===== config.mk =====
export PLATFORM = sky130hd
export DESIGN_NAME = ttt_game_core
export DESIGN_NICKNAME = d
export VERILOG_FILES = /design/src/rtl/ttt_game_core.sv
export SDC_FILE = /design/constraint.sdc
export NUM_CORES = 1
export LEC_CHECK = 0
export CAP_MARGIN = 30
export CORE_MARGIN = 5
export CORE_UTILIZATION = 50
export DETAILED_ROUTE_END_ITERATION = 8
export GPL_ROUTABILITY_DRIVEN = 0
export MAX_ROUTING_LAYER = met4
export PLACE_DENSITY_LB_ADDON = 0.15
export SETUP_SLACK_MARGIN = 0.05
export SYNTH_ARGS = -nofsm -noshare
export SYNTH_HDL_FRONTEND = slang
export SYNTH_SLANG_ARGS = --single-unit

===== constraint.sdc =====
create_clock -name clk -period 9.1 [get_ports clk]
set_input_delay 1.365 -clock clk [delete_from_list [all_inputs] [get_ports clk]]
set_output_delay 1.365 -clock clk [all_outputs]
set_load 0.005 [all_outputs]

===== src/rtl/ttt_game_core.sv =====
// rtl/ttt_game_core.sv - N x N, K-in-a-row board game engine
// Owns the board, turn and move legality; win/draw is found by a sequential 4-direction scan.
module ttt_game_core #(
  parameter int N  = 3,
  parameter int K  = 3,
  parameter int CW = 4
) (
  input  logic          clk,
  input  logic          rst,
  input  logic          start,
  input  logic          new_game,
  input  logic          move_valid,
  input  logic [CW-1:0] move_row,
  input  logic [CW-1:0] move_col,
  output logic          move_ready,
  output logic          illegal,
  output logic          in_main,
  output logic          turn_o,
  output logic [1:0]    winner,
  output logic          game_over,
  output logic [7:0]    move_count,
  input  logic [CW-1:0] rd_row,
  input  logic [CW-1:0] rd_col,
  output logic [1:0]    rd_cell
);

  localparam int CELLS = N * N;
  localparam int IW    = $clog2(CELLS);
  localparam int SW    = CW + 2;
  localparam int OW    = CW + 1;

  typedef enum logic [1:0] {S_MAIN, S_PLAY, S_CHECK, S_OVER} state_t;

  state_t         state_q, state_d;
  logic [1:0]     board_q [CELLS];
  logic [1:0]     board_d [CELLS];
  logic           turn_q, turn_d;
  logic [1:0]     winner_q, winner_d;
  logic [7:0]     count_q, count_d;
  logic           illegal_q, illegal_d;
  logic [CW-1:0]  mrow_q, mrow_d, mcol_q, mcol_d;
  logic [1:0]     dir_q, dir_d;
  logic [OW-1:0]  off_q, off_d, run_q, run_d;
  logic           win_q, win_d;

  logic [1:0]        mark;
  logic              mv_inb, mv_free, sc_inb, sc_hit, last_ofs, rd_inb, win_nx;
  logic [IW-1:0]     mv_idx, sc_idx, rd_idx;
  logic signed [SW-1:0] ofs, base_r, base_c, sc_row, sc_col;
  logic [OW-1:0]     run_nx;

  always_comb begin
    mark    = turn_q ? 2'd2 : 2'd1;
    mv_inb  = ({1'b0, move_row} < OW'(N)) && ({1'b0, move_col} < OW'(N));
    mv_idx  = mv_inb ? IW'(int'(move_row) * N + int'(move_col)) : '0;
    mv_free = mv_inb && (board_q[mv_idx] == 2'd0);

    // Scan cell = latched move + offset along the current direction
    ofs    = $signed({1'b0, off_q}) - $signed(SW'(K - 1));
    base_r = $signed({2'b00, mrow_q});
    base_c = $signed({2'b00, mcol_q});
    sc_row = base_r;
    sc_col = base_c;
    case (dir_q)
      2'd0: sc_col = base_c + ofs;
      2'd1: sc_row = base_r + ofs;
      2'd2: begin sc_row = base_r + ofs; sc_col = base_c + ofs; end
      default: begin sc_row = base_r + ofs; sc_col = base_c - ofs; end
    endcase
    sc_inb   = !sc_row[SW-1] && !sc_col[SW-1] &&
               (sc_row < $signed(SW'(N))) && (sc_col < $signed(SW'(N)));
    sc_idx   = sc_inb ? IW'(int'(sc_row) * N + int'(sc_col)) : '0;
    sc_hit   = sc_inb && (board_q[sc_idx] == mark);
    run_nx   = sc_hit ? run_q + 1'b1 : '0;
    win_nx   = win_q | (run_nx >= OW'(K));
    last_ofs = (off_q == OW'(2 * K - 2));

    rd_inb  = ({1'b0, rd_row} < OW'(N)) && ({1'b0, rd_col} < OW'(N));
    rd_idx  = rd_inb ? IW'(int'(rd_row) * N + int'(rd_col)) : '0;
    rd_cell = rd_inb ? board_q[rd_idx] : 2'd0;
  end

  always_comb begin
    state_d   = state_q;
    board_d   = board_q;
    turn_d    = turn_q;
    winner_d  = winner_q;
    count_d   = count_q;
    illegal_d = 1'b0;
    mrow_d    = mrow_q;
    mcol_d    = mcol_q;
    dir_d     = dir_q;
    off_d     = off_q;
    run_d     = run_q;
    win_d     = win_q;
    if (new_game) begin
      for (int i = 0; i < CELLS; i++) board_d[i] = 2'd0;
      turn_d   = 1'b0;
      winner_d = 2'd0;
      count_d  = 8'd0;
      dir_d    = 2'd0;
      off_d    = '0;
      run_d    = '0;
      win_d    = 1'b0;
      state_d  = S_PLAY;
    end else begin
      case (state_q)
        S_MAIN: if (start) state_d = S_PLAY;
        S_PLAY: begin
          if (move_valid) begin
            if (mv_free) begin
              board_d[mv_idx] = mark;
              count_d = count_q + 8'd1;
              mrow_d  = move_row;
              mcol_d  = move_col;
              dir_d   = 2'd0;
              off_d   = '0;
              run_d   = '0;
              win_d   = 1'b0;
              state_d = S_CHECK;
            end else begin
              illegal_d = 1'b1;
            end
          end
        end
        S_CHECK: begin
          win_d = win_nx;
          run_d = last_ofs ? '0 : run_nx;
          off_d = last_ofs ? '0 : off_q + 1'b1;
          if (last_ofs) dir_d = dir_q + 2'd1;
          if (last_ofs && dir_q == 2'd3) begin
            if (win_nx) begin
              winner_d = mark;
              state_d  = S_OVER;
            end else if (count_q == 8'(CELLS)) begin
              winner_d = 2'd3;
              state_d  = S_OVER;
            end else begin
              turn_d  = ~turn_q;
              state_d = S_PLAY;
            end
          end
        end
        S_OVER: state_d = S_OVER;
        default: state_d = S_MAIN;
      endcase
    end
  end

  always_ff @(posedge clk or posedge rst) begin
    if (rst) begin
      state_q   <= S_MAIN;
      for (int i = 0; i < CELLS; i++) board_q[i] <= 2'd0;
      turn_q    <= 1'b0;
      winner_q  <= 2'd0;
      count_q   <= 8'd0;
      illegal_q <= 1'b0;
      mrow_q    <= '0;
      mcol_q    <= '0;
      dir_q     <= 2'd0;
      off_q     <= '0;
      run_q     <= '0;
      win_q     <= 1'b0;
    end else begin
      state_q   <= state_d;
      board_q   <= board_d;
      turn_q    <= turn_d;
      winner_q  <= winner_d;
      count_q   <= count_d;
      illegal_q <= illegal_d;
      mrow_q    <= mrow_d;
      mcol_q    <= mcol_d;
      dir_q     <= dir_d;
      off_q     <= off_d;
      run_q     <= run_d;
      win_q     <= win_d;
    end
  end

  assign move_ready = (state_q == S_PLAY);
  assign in_main    = (state_q == S_MAIN);
  assign game_over  = (state_q == S_OVER);
  assign illegal    = illegal_q;
  assign turn_o     = turn_q;
  assign winner     = winner_q;
  assign move_count = count_q;

endmodule


==> flow_summary.ini, run 1 <==
[timing]
tightest_slew_ns = 1.02
report.final.setup_viol = 0
fmax_mhz = 173
slew_headroom_pct = 31.1
finalCritPeriodShare_pct = 63.3
layout_min_cycle_time_ns = 5.76
timing.hold.ws_ns = 0.541
drv_slew = 0
final.setup.tns_ns = 0
grt_setup_unrepaired = false
finClkSkew_ns = 0.0108
hold_violations = 0

[global_route]
grt.overflow.total = 0
antenna_found_initial = 0
grt_max_degree = 54
grt_pass1_wl_mm = 17.8
grt_pass1_vias = 3651
track_usage_pct = 21.4

[finish]
synthToLayoutAreaGrowth_pct = 12.8
fillers = 787
num_antenna_cells = 0
nets = 593
drive_above_1_share_pct = 7.59
stdcell_count = 635

[clock_network]
cts_root_buffer = clkbuf_8
cts_tree = yes
cts_setup_buffers = 0
clk_latency_ns = 0.31
cts.reportedPaths.clkPinSlew_ns = 0.10
cts.path.max_buffers = 2
cts_buffers = 5
cts.sinks = 53
cts_htree_levels = 2
cts.hold.buffers_added = 0
cts-resized-gates = 0

[detailed_routing]
num_vias = 3739
drt-pass1-iter-count = 5
wire_per_inst_um = 16.2
first_iter_violations = 270
routed_wl_mm = 10.3
vias_per_cell = 5.89
postRouteAntennaNets = 0
drc = 0

[die]
core_um2 = 8590
die_w_um = 103
placementRows = 34
ios = 38
initial_core_util_pct = 50.3
fp.dieH_um = 103
dieArea_um2 = 10600

[worst_setup_path]
cp_slowest_stage_delay_ns = 0.61
arrival_ns = 4.40
crit_slowest_cell = fa_1
crit_chain = clkdlybuf4s50_1 -> fa_1 -> ha_1 -> fa_1 -> nor2_1 -> nor2_1 -> o22ai_1 -> o21ai_0 -> nand3_1 -> a21oi_1 -> clkdlybuf4s50_1
critPathKind = input port to output port
cp.required_ns = 7.74
cp-start-kind = input port
crit_path_end_kind = output port
crit_fanout = 6

[job]
maxCapViolCount = 0

[yosys]
synth_area_um2 = 4330
async_reset_ff_share_pct = 100
synth_edf_count = 0
syn-instance-count = 496
synth_warnings = 0
avgSynthCellArea_um2 = 8.72
synth_ff_type = dfrtp_1
mappedNetlistNets = 563
yosysSeqAreaShare_pct = 30.7
ys_ff_latch = 53
synth_cell_types = 59

[outcome]
status = complete, no violations

[placed_design]
dp.cells = 627
hpwl_mm = 7.88
portBuffers = 37

[min_path]
hold_path.class = flop to flop

[pwr]
ir_worst_vdd_v = 0.0000862
powerDensity_nw_per_um2 = 138
p_leak_nw = 2.15
[Yosys cell counts, types with 12 or more instances]
cell type	instances	area share, %
a21oi_1	36	4.2
clkbuf_1	12	1.0
dfrtp_1	53	31
ha_1	36	10
inv_1	32	2.8
nand2_1	40	3.5
nand3_1	16	1.9
nor2_1	60	5.2
nor3_1	12	1.4
o21ai_0	31	3.6
xnor2_1	18	3.6
[power by group]
group | internal (mW) | total (mW) | switching [mW] | leakage, nW
clock | 0.0705 | 0.152 | 0.0815 | 0.0549
combinational | 0.123 | 0.275 | 0.152 | 1.36
sequential | 0.241 | 0.247 | 0.00610 | 0.731
[layout by cell type, fill, tap and decap left out, types with 3 or more instances in the layout]
| master | count |
|---|---|
| or3_1 | 4 |
| clkbuf_8 | 7 |
| o221ai_1 | 6 |
| a21oi_1 | 36 |
| ha_1 | 36 |
| nor2_1 | 60 |
| xnor2_1 | 18 |
| nor4_1 | 3 |
| dfrtp_1 | 53 |
| nor2b_1 | 6 |
| clkdlybuf4s50_1 | 37 |
| mux2_2 | 10 |
| nor3_1 | 12 |
| a31oi_1 | 5 |
| o21ai_0 | 31 |
| mux2i_1 | 8 |
| fa_1 | 10 |
| nor3b_1 | 6 |
| and2_1 | 9 |
| a21o_1 | 6 |
| nand2b_1 | 5 |
| nor4b_1 | 6 |
| or2_2 | 7 |
| nand2_1 | 40 |
| nand3_1 | 16 |
| nand4_1 | 3 |
| xor2_1 | 7 |
| a211oi_1 | 6 |
| inv_1 | 31 |
[kinds of logic after synthesis]
logic type      Yosys count  synth area share [%]
compound gates          113                  16.4
mux                      20                  5.49
buf+inv                  48                  4.42
flops                    53                  30.7
xor+xnor                 25                  5.06
fa+ha+maj                46                  15.0
simple gates            191                  22.9
[metrics by stage]
stage / worst slack (ns) / cell area, um2 / utilization (%) / power, mW
after global placement: 3.38 / 4780 / 55.6 / 0.516
final: 3.34 / 4880 / 56.8 / 0.674
after CTS: 3.33 / 4880 / 56.8 / 0.678
after floorplan: 4.02 / 4330 / - / 0.462
after detailed placement: 3.35 / 4780 / 55.6 / 0.523
after global routing: 3.09 / 4880 / 56.8 / 0.719
[sequential cells by signal (all words and copies together), names as in the netlist]
name	cells
board_q	18
dir_q	2
illegal	1
mcol_q	4
move_count	8
mrow_q	4
off_q	5
run_q	5
state_q	2
turn_o	1
win_q	1
winner	2
[layout make-up]
class | count | area [um2] | share of cell area (%)
clock inverters | 1 | 8.76 | 0.179
well taps | 108 | 135 | 2.77
multi-input cells | 395 | 2810 | 57.5
inverters | 32 | 120 | 2.46
flip-flops and latches | 53 | 1330 | 27.2
repair buffers | 39 | 385 | 7.90
clock buffers | 7 | 96.3 | 1.97
[critical path, delay by kind of cell]
| family | cells | cell delay, ns |
|---|---|---|
| fa+ha+maj | 3 | 1.29 |
| buf+inv | 2 | 1.07 |
| compound gates | 3 | 0.40 |
| simple gates | 3 | 0.28 |
[path summary, 6_finish.rpt]
kind	startpoint	end	slack, ns	cells past startpoint
setup / recovery	rd_row[1]	rd_cell[0]	3.34	11
hold / removal	mrow_q[2]	mrow_q[2]	0.54	2
setup reg to reg	dir_q[0]	winner[0]	3.42	19
hold reg to reg	mrow_q[2]	mrow_q[2]	0.54	2
max in group asynchronous	rst	board_q[11]	7.10	3
min in group asynchronous	rst	move_count[4]	1.55	3
[routing by layer]
metal / track usage (%) / share of wire, % / up-vias
met5: - / 0 / -
met3: 2.77 / 4.0 / 10
met2: 33.9 / 49 / 83
li1: - / - / 1821
met4: 4.08 / 0.98 / 0
met1: 29.7 / 46 / 1825
Power figures use the tool's default switching activity.
==> inputs of run 2 (changes only) <==
==> constraint.sdc (replaced) <==
create_clock -name clk -period 4.8 [get_ports clk]
set_input_delay 0.72 -clock clk [delete_from_list [all_inputs] [get_ports clk]]
set_output_delay 0.72 -clock clk [all_outputs]
set_load 0.005 [all_outputs]
==> flow_summary.ini, run 2 (synthesized netlist as in run 1, its figures left out) <==
[clock_network]
clk_latency_ns = 0.32
cts.hold.buffers_added = 0
cts.path.max_buffers = 2
cts_root_buffer = clkbuf_8
cts.sinks = 53
cts.reportedPaths.clkPinSlew_ns = 0.10
cts_tree = yes
cts_htree_levels = 2
cts_buffers = 5

[die]
initial_core_util_pct = 50.3
placementRows = 34
die_w_um = 103
dieArea_um2 = 10600
fp.dieH_um = 103
core_um2 = 8590
ios = 38

[worst_setup_path]
cp.required_ns = 5.02
path_buf_inv = 3
cp_top_family = adder cells
crit_fanout = 4
crit_slowest_cell = fa_1
crit_chain = inv_2 -> ha_4 -> nor2_4 -> mux2i_2 -> inv_1 -> fa_2 -> xor2_1 -> o21ai_1 -> inv_1 -> fa_1 -> fa_2 -> xnor2_2 -> xnor2_2 -> a21boi_0 -> mux2_2 -> a311o_1 -> nand3_2 -> and4_4 -> o211ai_1 -> a221oi_2
critPathKind = flop to flop
cp_slowest_stage_delay_ns = 0.45
crit_path_end_kind = flop
arrival_ns = 4.80
cp-start-kind = flop

[min_path]
hold_path.class = flop to flop

[timing]
slew_headroom_pct = 53.1
tightest_slew_ns = 0.698
finClkSkew_ns = 0.00993
drv_slew = 0
grt_setup_unrepaired = true
layout_min_cycle_time_ns = 4.58
finalCritPeriodShare_pct = 95.3
setup_slack_ns = 0.224
hold_violations = 0
report.final.setup_viol = 0
fmax_mhz = 219

[placed_design]
place_area_um2 = 4940
portBuffers = 37
post-place-ws_ns = -0.00190
hpwl_mm = 8.07
dp.cells = 644

[outcome]
status = complete, no violations

[global_route]
grt_max_degree = 37
grt_pass1_vias = 3674
track_usage_pct = 21.0
grt.overflow.total = 0
grt_pass1_wl_mm = 17.3
antenna_found_initial = 0

[finish]
finalInstanceArea_um2 = 5150
stdcell_count = 657
top_register = board_q
layout_commonest_cell = nor2_1
layout_common_cells = nor2_1 (59), dfrtp_1 (52), nand2_1 (40)
ff_latch_area_um2 = 1330
largest_reg_flops = 18
drive_above_1_share_pct = 14.6
synthToLayoutAreaGrowth_pct = 19.1
multi_input_area_um2 = 2910
fillers = 760
nets = 615
num_antenna_cells = 0

[pwr]
p_leak_nw = 2.27
powerDensity_nw_per_um2 = 257
ir_worst_vdd_v = 0.000180
p_total_mw = 1.32

[job]
maxCapViolCount = 0

[detailed_routing]
num_vias = 3839
drt-pass1-iter-count = 4
vias_per_cell = 5.84
drc = 0
postRouteAntennaNets = 0
wire_per_inst_um = 16.1
routed_wl_mm = 10.6
first_iter_violations = 138
-- run 2: path summary, 6_finish.rpt --
kind                                 endpoint  startpoint  slack, ns  cells past startpoint
worst max-delay path                winner[0]    dir_q[1]       0.22                     20
worst min-delay path                mcol_q[3]   mcol_q[3]       0.54                      1
worst max register to register      winner[0]    dir_q[1]       0.22                     20
worst min register to register      mcol_q[3]   mcol_q[3]       0.54                      1
max in group asynchronous            dir_q[1]         rst       3.47                      3
min in group asynchronous       move_count[5]         rst       0.78                      2
-- run 2: where the power goes --
part | switching (mW) | total (mW) | internal, mW
clock | 0.162 | 0.266 | 0.104
sequential | 0.0109 | 0.467 | 0.456
combinational | 0.312 | 0.590 | 0.278
total | 0.485 | 1.32 | 0.838
-- run 2: layout make-up --
| type | instances | area share (%) |
|---|---|---|
| Timing Repair Buffer | 61 | 10.9 |
| Multi-Input combinational cell | 395 | 56.6 |
| Sequential cell | 53 | 25.8 |
| Clock buffer | 5 | 1.34 |
| Tap cell | 108 | 2.62 |
| Inverter | 32 | 2.33 |
| Clock inverter | 3 | 0.437 |
-- run 2: what timing repair did --
action | CTS | global route
gates resized for setup | 1 | 19
setup endpoints to repair | 2 | 10
setup buffers | 2 | 3
pin swaps | 1 | 10
-- run 2: through the flow --
stage	utilization (%)	setup TNS (ns)	hold WS, ns
6_report	59.9	0	0.541
5_1_grt	59.9	0	0.564
4_1_cts	58.8	0	0.541
3_5_place_dp	57.5	-0.00190	0.515
3_3_place_gp	57.3	0	0.516
2_1_floorplan	-	0	0.478
-- run 2: routing by layer --
layer	wire, um	track usage (%)
met1	4650	27.4
met2	5360	34.4
met3	365	2.84
met4	179	5.78
met5	0	-
==> inputs of run 3 (changes only) <==
==> constraint.sdc (replaced) <==
create_clock -name clk -period 4.8 [get_ports clk]
set_input_delay 0.72 -clock clk [delete_from_list [all_inputs] [get_ports clk]]
set_output_delay 0.72 -clock clk [all_outputs]
set_load 0.01 [all_outputs]
==> flow_summary.ini, run 3 (synthesized netlist as in run 1, its figures left out) <==
[outcome]
status = complete, no violations

[clock_network]
cts_tree = yes
cts.sinks = 53
cts.reportedPaths.clkPinSlew_ns = 0.10
cts_buffers = 5
cts.path.max_buffers = 2
clk_latency_ns = 0.32
cts.hold.buffers_added = 0
cts_htree_levels = 2
cts_root_buffer = clkbuf_8

[worst_setup_path]
reg2reg_slack_ns = 0.23
crit_chain = clkdlybuf4s50_1 -> fa_1 -> ha_1 -> fa_2 -> nor2_1 -> nor2_1 -> o22ai_1 -> o21ai_0 -> nand3_1 -> a21oi_1 -> clkdlybuf4s50_1
r2r_cells = 17
r2r_end = winner[0]
critPathKind = input port to output port
crit_end = rd_cell[0]
cp_slowest_stage_delay_ns = 0.60
crit_path_end_kind = output port
crit_fanout = 6
rr_startpoint = off_q[0]
path_buf_inv = 2
cp.required_ns = 4.08
path_depth = 11
cp_top_family = adder cells
crit_slowest_cell = fa_2
arrival_ns = 3.86
cp-start-kind = input port
cp-startpoint = rd_row[0]

[finish]
nets = 611
multi_input_area_um2 = 2870
fillers = 772
layout_common_cells = nor2_1 (59), dfrtp_1 (53), nand2_1 (40)
synthToLayoutAreaGrowth_pct = 17.3
drive_above_1_share_pct = 13.0
top_register = board_q
largest_reg_flops = 18
ff_latch_area_um2 = 1330
stdcell_count = 653
layout_commonest_cell = nor2_1
num_antenna_cells = 0

[die]
core_um2 = 8590
dieArea_um2 = 10600
ios = 38
fp.dieH_um = 103
placementRows = 34
die_w_um = 103
initial_core_util_pct = 50.3

[placed_design]
portBuffers = 37
hpwl_mm = 8.07
dp.cells = 644
post-place-ws_ns = 0.00778

[detailed_routing]
drc = 0
vias_per_cell = 5.70
routed_wl_mm = 10.3
wire_per_inst_um = 15.8
postRouteAntennaNets = 0
drt-pass1-iter-count = 4
first_iter_violations = 169
num_vias = 3725

[global_route]
track_usage_pct = 20.9
grt.overflow.total = 0
grt_max_degree = 37
grt_pass1_vias = 3572
grt_pass1_wl_mm = 17.2
antenna_found_initial = 0

[job]
maxCapViolCount = 0

[pwr]
powerDensity_nw_per_um2 = 257
p_leak_nw = 2.25
ir_worst_vdd_v = 0.000158
p_total_mw = 1.31

[timing]
tightest_slew_ns = 0.697
fmax_mhz = 219
final.setup.tns_ns = 0
report.final.setup_viol = 0
setup_slack_ns = 0.224
timing.hold.ws_ns = 0.543
layout_min_cycle_time_ns = 4.58
finClkSkew_ns = 0.0120
drv_slew = 0
finalCritPeriodShare_pct = 95.3
slew_headroom_pct = 53.2
grt_setup_unrepaired = true
hold_violations = 0

[min_path]
hold_path.class = flop to flop
-- run 3: area by class of cell --
cell class / count / share of cell area, %
multi-input cells: 395 / 56.6
inverters: 32 / 2.37
repair buffers: 57 / 10.6
clock buffers: 6 / 1.43
flip-flops and latches: 53 / 26.1
clock inverters: 2 / 0.296
well taps: 108 / 2.66
-- run 3: report_power, final --
part	switching, mW	internal, mW	leakage [nW]
sequential	0.0113	0.456	0.731
combinational	0.303	0.276	1.48
clock	0.157	0.103	0.0374
-- run 3: metrics by stage --
| step | util (%) | cell area, um2 |
|---|---|---|
| CTS | 58.5 | 5030 |
| finish | 59.1 | 5070 |
| floorplan | - | 4350 |
| global placement | 57.3 | 4920 |
| detailed placement | 57.5 | 4940 |
| global route | 59.1 | 5070 |
-- run 3: worst register-to-register path: cells and delay by family, from the launching register on --
family / cells / cell delay [ns]
xor+xnor: 3 / 0.48
flops: 1 / 0.44
buf+inv: 1 / 0.07
mux: 1 / 0.27
fa+ha+maj: 5 / 1.77
simple gates: 2 / 0.34
compound gates: 5 / 1.12
-- run 3: worst min-delay path by stage --
stage / endpoint / cells after the start / start
floorplan: mrow_q[2] / 2 / mrow_q[2]
global placement: run_q[1] / 2 / run_q[1]
detailed placement: run_q[4] / 2 / run_q[4]
CTS: mrow_q[3] / 2 / mrow_q[3]
global route: mrow_q[0] / 1 / mrow_q[0]
finish: mrow_q[3] / 2 / mrow_q[3]
-- run 3: what timing repair did --
item | in CTS | in global routing
pin swaps | 1 | 7
buffers inserted | 0 | 1
setup endpoints to repair | 2 | 11
resized for setup | 1 | 11
endpoints found under the hold margin | 0 | 0
-- run 3: routing by layer --
layer / GRT usage, % / vias up / part of all wire, %
met4: 4.08 / 0 / 1.0
met2: 34.5 / 58 / 49
li1: - / 1840 / -
met5: - / - / 0
met3: 2.57 / 10 / 3.2
met1: 27.9 / 1817 / 47
